<file path="config.mk">
export PLATFORM = sky130hd
export DESIGN_NAME = mult_div_ctrl
export DESIGN_NICKNAME = d
export VERILOG_FILES = /design/src/rtl/multdiv_pkg.sv /design/src/rtl/mult_div_ctrl_div_step.sv /design/src/rtl/mult_div_ctrl.sv
export SDC_FILE = /design/constraint.sdc
export NUM_CORES = 1
export LEC_CHECK = 0
export ABC_AREA = 1
export BUFFER_PORTS_ARGS = -buffer_cell sky130_fd_sc_hd__buf_2
export CAP_MARGIN = 20
export CORE_MARGIN = 2
export CORE_UTILIZATION = 30
export CTS_CLUSTER_SIZE = 12
export DETAILED_ROUTE_END_ITERATION = 16
export GPL_TIMING_DRIVEN = 0
export SKIP_LAST_GASP = 1
export SYNTH_ARGS = -nofsm -noshare
export SYNTH_HDL_FRONTEND = slang
export SYNTH_SLANG_ARGS = --single-unit
</file>
<file path="constraint.sdc">
create_clock -name clk -period 7.8 [get_ports clk]
set_clock_uncertainty 0.1 [all_clocks]
set_input_delay 0.78 -clock clk [delete_from_list [all_inputs] [get_ports clk]]
set_output_delay 0.78 -clock clk [all_outputs]
set_load 0.05 [all_outputs]
</file>
<file path="src/rtl/multdiv_pkg.sv">
// Shared types and constants for the iterative multiply/divide sequencer.
//   state_t      : sequencer states (idle, iterate, result fix-up, completion pulse)
//   OP_MULT/DIV  : encoding of the op input
//   XLEN, STEPS  : operand width and iteration count; CNT_W sizes the step counter
//   mag()        : two's-complement magnitude (0x80000000 maps to itself, read unsigned)
package multdiv_pkg;

    localparam int unsigned XLEN  = 32;
    localparam int unsigned STEPS = 32;
    localparam int unsigned CNT_W = $clog2(STEPS);

    localparam logic OP_MULT = 1'b0;
    localparam logic OP_DIV  = 1'b1;

    typedef enum logic [1:0] {
        StIdle = 2'd0,
        StRun  = 2'd1,
        StFix  = 2'd2,
        StDone = 2'd3
    } state_t;

    function automatic logic [XLEN-1:0] mag(input logic [XLEN-1:0] v);
        return v[XLEN-1] ? ((~v) + 1) : v;
    endfunction

endpackage

</file>
<file path="src/rtl/mult_div_ctrl_div_step.sv">
// div_step: one combinational restoring-division step on a packed {remainder, quotient}
// pair. Compiled only when MULTDIV_DIV_EN is defined.
//   rem_quot      in  64  current {remainder, dividend/quotient bits}
//   divisor       in  32  divisor magnitude
//   rem_quot_next out 64  pair after shift, trial subtract and restore
`ifdef MULTDIV_DIV_EN
module div_step
    import multdiv_pkg::*;
(
    input  logic [2*XLEN-1:0] rem_quot,
    input  logic [XLEN-1:0]   divisor,
    output logic [2*XLEN-1:0] rem_quot_next
);

    logic [2*XLEN-1:0] shifted;
    logic [XLEN:0]     trial;
    // Remainder is always below the divisor, so its MSB is zero before the shift.
    logic              unused_rem_msb;

    assign unused_rem_msb = rem_quot[2*XLEN-1];

    always_comb begin
        shifted = {rem_quot[2*XLEN-2:0], 1'b0};
        trial   = {1'b0, shifted[2*XLEN-1:XLEN]} - {1'b0, divisor};
        if (trial[XLEN]) begin
            // Borrow: keep the shifted remainder, quotient bit stays 0.
            rem_quot_next = shifted;
        end else begin
            rem_quot_next = {trial[XLEN-1:0], shifted[XLEN-1:1], 1'b1};
        end
    end

endmodule
`endif

</file>
<file path="src/rtl/mult_div_ctrl.sv">
// mult_div_ctrl: iterative signed MULT/DIV sequencer owning the HI and LO registers.
// MULT: 32 radix-2 Booth steps. DIV: 32 restoring steps on magnitudes, then sign fix.
// Optional feature macro: MULTDIV_DIV_EN (undefined: any DIV completes like divide-by-zero).
//   clk       in   1  rising-edge clock
//   reset_n   in   1  asynchronous active-low reset
//   start     in   1  request strobe, sampled only in idle
//   op        in   1  0 = MULT, 1 = DIV
//   a, b      in  32  signed operands, captured at the accept edge
//   busy      out  1  high while iterating and during fix-up
//   done      out  1  one-cycle completion pulse
//   div_zero  out  1  high with done when the accepted DIV was rejected
//   hi_out    out 32  HI register
//   lo_out    out 32  LO register
module mult_div_ctrl
    import multdiv_pkg::*;
(
    input  logic            clk,
    input  logic            reset_n,
    input  logic            start,
    input  logic            op,
    input  logic [XLEN-1:0] a,
    input  logic [XLEN-1:0] b,
    output logic            busy,
    output logic            done,
    output logic            div_zero,
    output logic [XLEN-1:0] hi_out,
    output logic [XLEN-1:0] lo_out
);

    state_t            state;
    logic [CNT_W-1:0]  cnt;
    logic              op_q;
    logic [XLEN-1:0]   a_q;
    // MULT: {acc, multiplier, q-1}. DIV: {1'b0, remainder, quotient}.
    logic [2*XLEN:0]   work;

    logic [2*XLEN:0]   init_work;
    logic [2*XLEN:0]   step_work;
    logic [XLEN-1:0]   res_hi;
    logic [XLEN-1:0]   res_lo;
    logic              div_reject;

    logic [XLEN:0]     booth_acc;
    logic [XLEN:0]     booth_m;
    logic [XLEN:0]     booth_sum;
    logic [2*XLEN:0]   booth_next;

    // Booth step. The add is done one bit wider so the shift sees the true sign even
    // when the multiplicand is the most negative value.
    always_comb begin
        booth_acc = {work[2*XLEN], work[2*XLEN:XLEN+1]};
        booth_m   = {a_q[XLEN-1], a_q};
        unique case (work[1:0])
            2'b01:   booth_sum = booth_acc + booth_m;
            2'b10:   booth_sum = booth_acc - booth_m;
            default: booth_sum = booth_acc;
        endcase
        booth_next = {booth_sum, work[XLEN:1]};
    end

`ifdef MULTDIV_DIV_EN
    logic [XLEN-1:0]   b_q;
    logic [XLEN-1:0]   b_mag;
    logic [2*XLEN-1:0] div_next;
    logic [XLEN-1:0]   quo;
    logic [XLEN-1:0]   rem;

    assign b_mag = mag(b_q);

    div_step u_div_step (
        .rem_quot      (work[2*XLEN-1:0]),
        .divisor       (b_mag),
        .rem_quot_next (div_next)
    );

    assign quo = work[XLEN-1:0];
    assign rem = work[2*XLEN-1:XLEN];

    always_comb begin
        div_reject = (b == '0);
        if (op == OP_DIV) begin
            init_work = {1'b0, {XLEN{1'b0}}, mag(a)};
        end else begin
            init_work = {{XLEN{1'b0}}, b, 1'b0};
        end
        if (op_q == OP_DIV) begin
            step_work = {1'b0, div_next};
            // Quotient truncates toward zero; remainder follows the dividend's sign.
            res_lo    = (a_q[XLEN-1] ^ b_q[XLEN-1]) ? ((~quo) + 1) : quo;
            res_hi    = a_q[XLEN-1] ? ((~rem) + 1) : rem;
        end else begin
            step_work = booth_next;
            res_hi    = work[2*XLEN:XLEN+1];
            res_lo    = work[XLEN:1];
        end
    end
`else
    always_comb begin
        div_reject = 1'b1;
        init_work  = {{XLEN{1'b0}}, b, 1'b0};
        step_work  = (op_q == OP_MULT) ? booth_next : work;
        res_hi     = work[2*XLEN:XLEN+1];
        res_lo     = work[XLEN:1];
    end
`endif

    always_ff @(posedge clk or negedge reset_n) begin
        if (!reset_n) begin
            state    <= StIdle;
            cnt      <= '0;
            op_q     <= OP_MULT;
            a_q      <= '0;
            work     <= '0;
            busy     <= 1'b0;
            done     <= 1'b0;
            div_zero <= 1'b0;
            hi_out   <= '0;
            lo_out   <= '0;
`ifdef MULTDIV_DIV_EN
            b_q      <= '0;
`endif
        end else begin
            unique case (state)
                StIdle: begin
                    done     <= 1'b0;
                    div_zero <= 1'b0;
                    if (start) begin
                        a_q  <= a;
                        op_q <= op;
                        cnt  <= '0;
`ifdef MULTDIV_DIV_EN
                        b_q  <= b;
`endif
                        if (op == OP_DIV && div_reject) begin
                            state    <= StDone;
                            done     <= 1'b1;
                            div_zero <= 1'b1;
                        end else begin
                            state <= StRun;
                            busy  <= 1'b1;
                            work  <= init_work;
                        end
                    end
                end
                StRun: begin
                    work <= step_work;
                    if (cnt == CNT_W'(STEPS - 1)) begin
                        state <= StFix;
                    end else begin
                        cnt <= cnt + CNT_W'(1);
                    end
                end
                StFix: begin
                    hi_out <= res_hi;
                    lo_out <= res_lo;
                    busy   <= 1'b0;
                    done   <= 1'b1;
                    state  <= StDone;
                end
                StDone: begin
                    done     <= 1'b0;
                    div_zero <= 1'b0;
                    state    <= StIdle;
                end
                default: state <= StIdle;
            endcase
        end
    end

endmodule

</file>
==> flow_metrics.py <==
metrics = {
    "route": {
        "drt_iter0_markers": 412,
        "vias": 9122,
        "routed_via_density": 4.65,
        "drc": 0,
        "routed_wl_mm": 30.7,
        "first_pass_iters": 5,
        "wl_per_cell_um": 15.6,
        "ant_nets": 0,
    },
    "yosys": {
        "synth_compound_area_share_pct": 10.8,
        "syn_nets": 1458,
        "ys_async_sr_fraction_pct": 100,
        "synth_most_common_cell": "nand2_1",
        "synth_top_family_by_area": "simple AND/OR/NAND/NOR gates",
        "post_synth_mux_area_share_pct": 6.13,
        "synthFlopType": "dfrtp_1",
        "syn_inst": 1348,
        "ys_top_cells_by_area": "dfrtp_1, nand2_1, inv_1",
        "synth_area_leader_cell": "dfrtp_1",
        "yosys.area.top_type_share_pct": 41.8,
        "yosys_warnings": 0,
        "synth-xor-area-share_pct": 3.15,
        "syn_area_um2": 10300,
        "synthTopCellsByCount": "nand2_1, inv_1, dfrtp_1, nor2_1, a21oi_1",
        "synthAdderAreaFrac_pct": 5.18,
        "ys_seq_elements": 172,
        "synth_cell_type_count": 41,
        "synth-simple-area-share_pct": 23.9,
        "seq_area_frac_synth_pct": 41.8,
        "synth_edf_count": 0,
        "avgSynthCellArea_um2": 7.63,
    },
    "die": {
        "start_util_pct": 30.6,
        "die_area_um2": 35800,
        "die_x_um": 189,
        "rows": 67,
        "core-area_um2": 33600,
        "die_h_um": 189,
        "io_pins": 135,
    },
    "layout": {
        "nets": 1612,
        "multiInputGateArea_um2": 5060,
        "drive_above_1_share_pct": 16.6,
        "seqCellArea_um2": 4300,
        "fin_area_um2": 12100,
        "area.growth.synth_to_final_pct": 18.1,
        "layoutNonFillerInstCount": 1962,
        "fill_cells": 3540,
        "num_antenna_cells": 0,
    },
    "setup_path": {
        "crit_path_start_kind": "flip-flop",
        "worstPathCellList": "inv_1, ha_1, nand3_2, nor2_2, nand2_1, nor2_2, inv_1, o21ai_1, xor2_1, ha_1, a21oi_1, inv_1, nor2_1, nand2_1, a21oi_1, nand2_1, nand2_1, nand3_1, nand2_1, nand2_1",
        "crit_type": "reg2reg",
        "cp_common_cell": "nand2_1",
        "worst_ep_required_time_ns": 8.05,
        "critical-path-top-delay-family": "simple AND/OR/NAND/NOR gates",
        "end_kind": "flip-flop",
        "worst_path_max_delay_cell": "dfrtp_1",
        "worstPathArrival_ns": 4.06,
        "rr_worst_depth": 20,
        "slowest_delay_ns": 0.41,
        "r2r_slack_ns": 3.99,
        "critPathMaxFanout": 5,
        "rr_endpoint": "work[61]",
        "crit_buf_inv": 3,
        "rr_startpoint": "a_q[0]",
    },
    "clocking": {
        "ctsResizeCount": 0,
        "cts_setup_buffers": 0,
        "cts_buffers": 17,
        "root_buffer": "clkbuf_16",
        "cts_sinks": 172,
        "hold_buffers": 0,
        "cts_tree": "yes",
        "clk-insertion-delay-late_ns": 0.45,
        "clk_pin_slew_worst_paths_ns": 0.07,
        "clockBufferDepth": 2,
        "htree_levels": 4,
    },
    "grt": {
        "grt_pass1_vias": 9164,
        "antenna_found_initial": 0,
        "grt_first_pass_wirelength_mm": 49.2,
        "grt_max_degree": 96,
        "gr-total-overflow": 0,
        "grt_util_all_layers_pct": 17.6,
    },
    "timing": {
        "setup_viol": 0,
        "setup_ws_ns": 3.99,
        "finalCritPeriodShare_pct": 48.9,
        "hold_viol": 0,
        "max_slew.worst_pin.slew_ns": 0.758,
        "fmax_mhz": 262,
        "relSlewSlack_pct": 49.5,
        "tns_ns": 0,
        "slew_violations": 0,
        "rsz0062_at_grt": "false",
        "finalCriticalPeriod_ns": 3.81,
    },
    "placement": {
        "port_buffers": 134,
        "dp_hpwl_mm": 24.0,
        "gp_congestion": 0.896,
        "place_ws_ns": 3.99,
        "placed_cells": 1931,
        "placed_area_um2": 11600,
    },
    "outcome": {
        "status": "finished clean",
    },
    "worst_hold_path": {
        "hold_path_class": "in2async",
    },
    "flow_run": {
        "max_cap_viol_count": 0,
    },
}
per-layer routing:
metal	wire length, um	GRT usage (%)
met1	14200	22.7
met2	14100	28.8
met5	0	0
met3	1630	4.21
met4	744	6.22
per-stage QoR:
step | hold WS (ns) | utilization (%)
2_1_floorplan | 0.348 | -
3_3_place_gp | 0.368 | 34.3
3_5_place_dp | 0.374 | 34.4
4_1_cts | 0.275 | 36.1
5_1_grt | 0.302 | 36.1
6_report | 0.238 | 36.1
worst reg2reg max path: cells and delay by family, from the launching register on:
kind,cells,cell delay (ns)
xor gates and xnor gates,1,0.33
buffers and inverters,3,0.27
adders and majority gates,2,0.58
and+or+nand+nor,11,1.26
DFF,1,0.41
AOI/OAI and AO/OA,3,0.78
cells by family (layout without fill, tap and decap cells):
| kind of cell | Yosys count | count (layout) |
|---|---|---|
| compound gates | 197 | 197 |
| xor+xnor | 37 | 37 |
| fa+ha+maj | 42 | 42 |
| buf+inv | 231 | 397 |
| flops | 172 | 172 |
| mux | 56 | 56 |
| simple gates | 613 | 613 |
layout make-up:
cell class / instances / area share [%]
inverters: 187 / 5.80
clock buffers: 18 / 3.53
plain buffers: 44 / 1.81
well taps: 448 / 4.61
multi-input cells: 945 / 41.7
flip-flops and latches: 172 / 35.4
repair buffers: 135 / 5.83
clock inverters: 13 / 1.32
state kept, by name, summed over array words and instances, names as in the netlist:
register / cells
lo_out: 32
hi_out: 32
busy: 1
op_q: 1
state: 2
work: 65
a_q: 32
div_zero: 1
cnt: 5
done: 1
how the worst max path moves through the flow:
stage,start,endpoint,slack [ns],cells past startpoint
finish,a_q[0],work[61],3.99,20
global route,a_q[0],work[61],3.70,20
CTS,a_q[0],work[61],3.97,20
detailed placement,a_q[0],work[61],3.99,20
global placement,reset_n,a_q[10],3.00,1
floorplan,a_q[0],work[64],4.95,20
cells in the final DEF (no fill, tap or decap), types with 4 or more instances in the layout:
| cell | n |
|---|---|
| a21oi_1 | 92 |
| a31oi_1 | 34 |
| buf_2 | 141 |
| buf_6 | 5 |
| clkbuf_1 | 28 |
| clkbuf_16 | 17 |
| dfrtp_1 | 172 |
| ha_1 | 41 |
| inv_1 | 182 |
| inv_2 | 4 |
| inv_6 | 4 |
| mux2_2 | 56 |
| nand2_1 | 356 |
| nand3_1 | 59 |
| nand4_1 | 8 |
| nor2_1 | 164 |
| nor3_1 | 12 |
| o211ai_1 | 5 |
| o21ai_0 | 46 |
| o21bai_1 | 4 |
| or2_2 | 4 |
| xnor2_1 | 6 |
| xor2_1 | 31 |
Power is not shown: default switching activity piles up to over one toggle a cycle in this logic, so the estimate is an artifact.
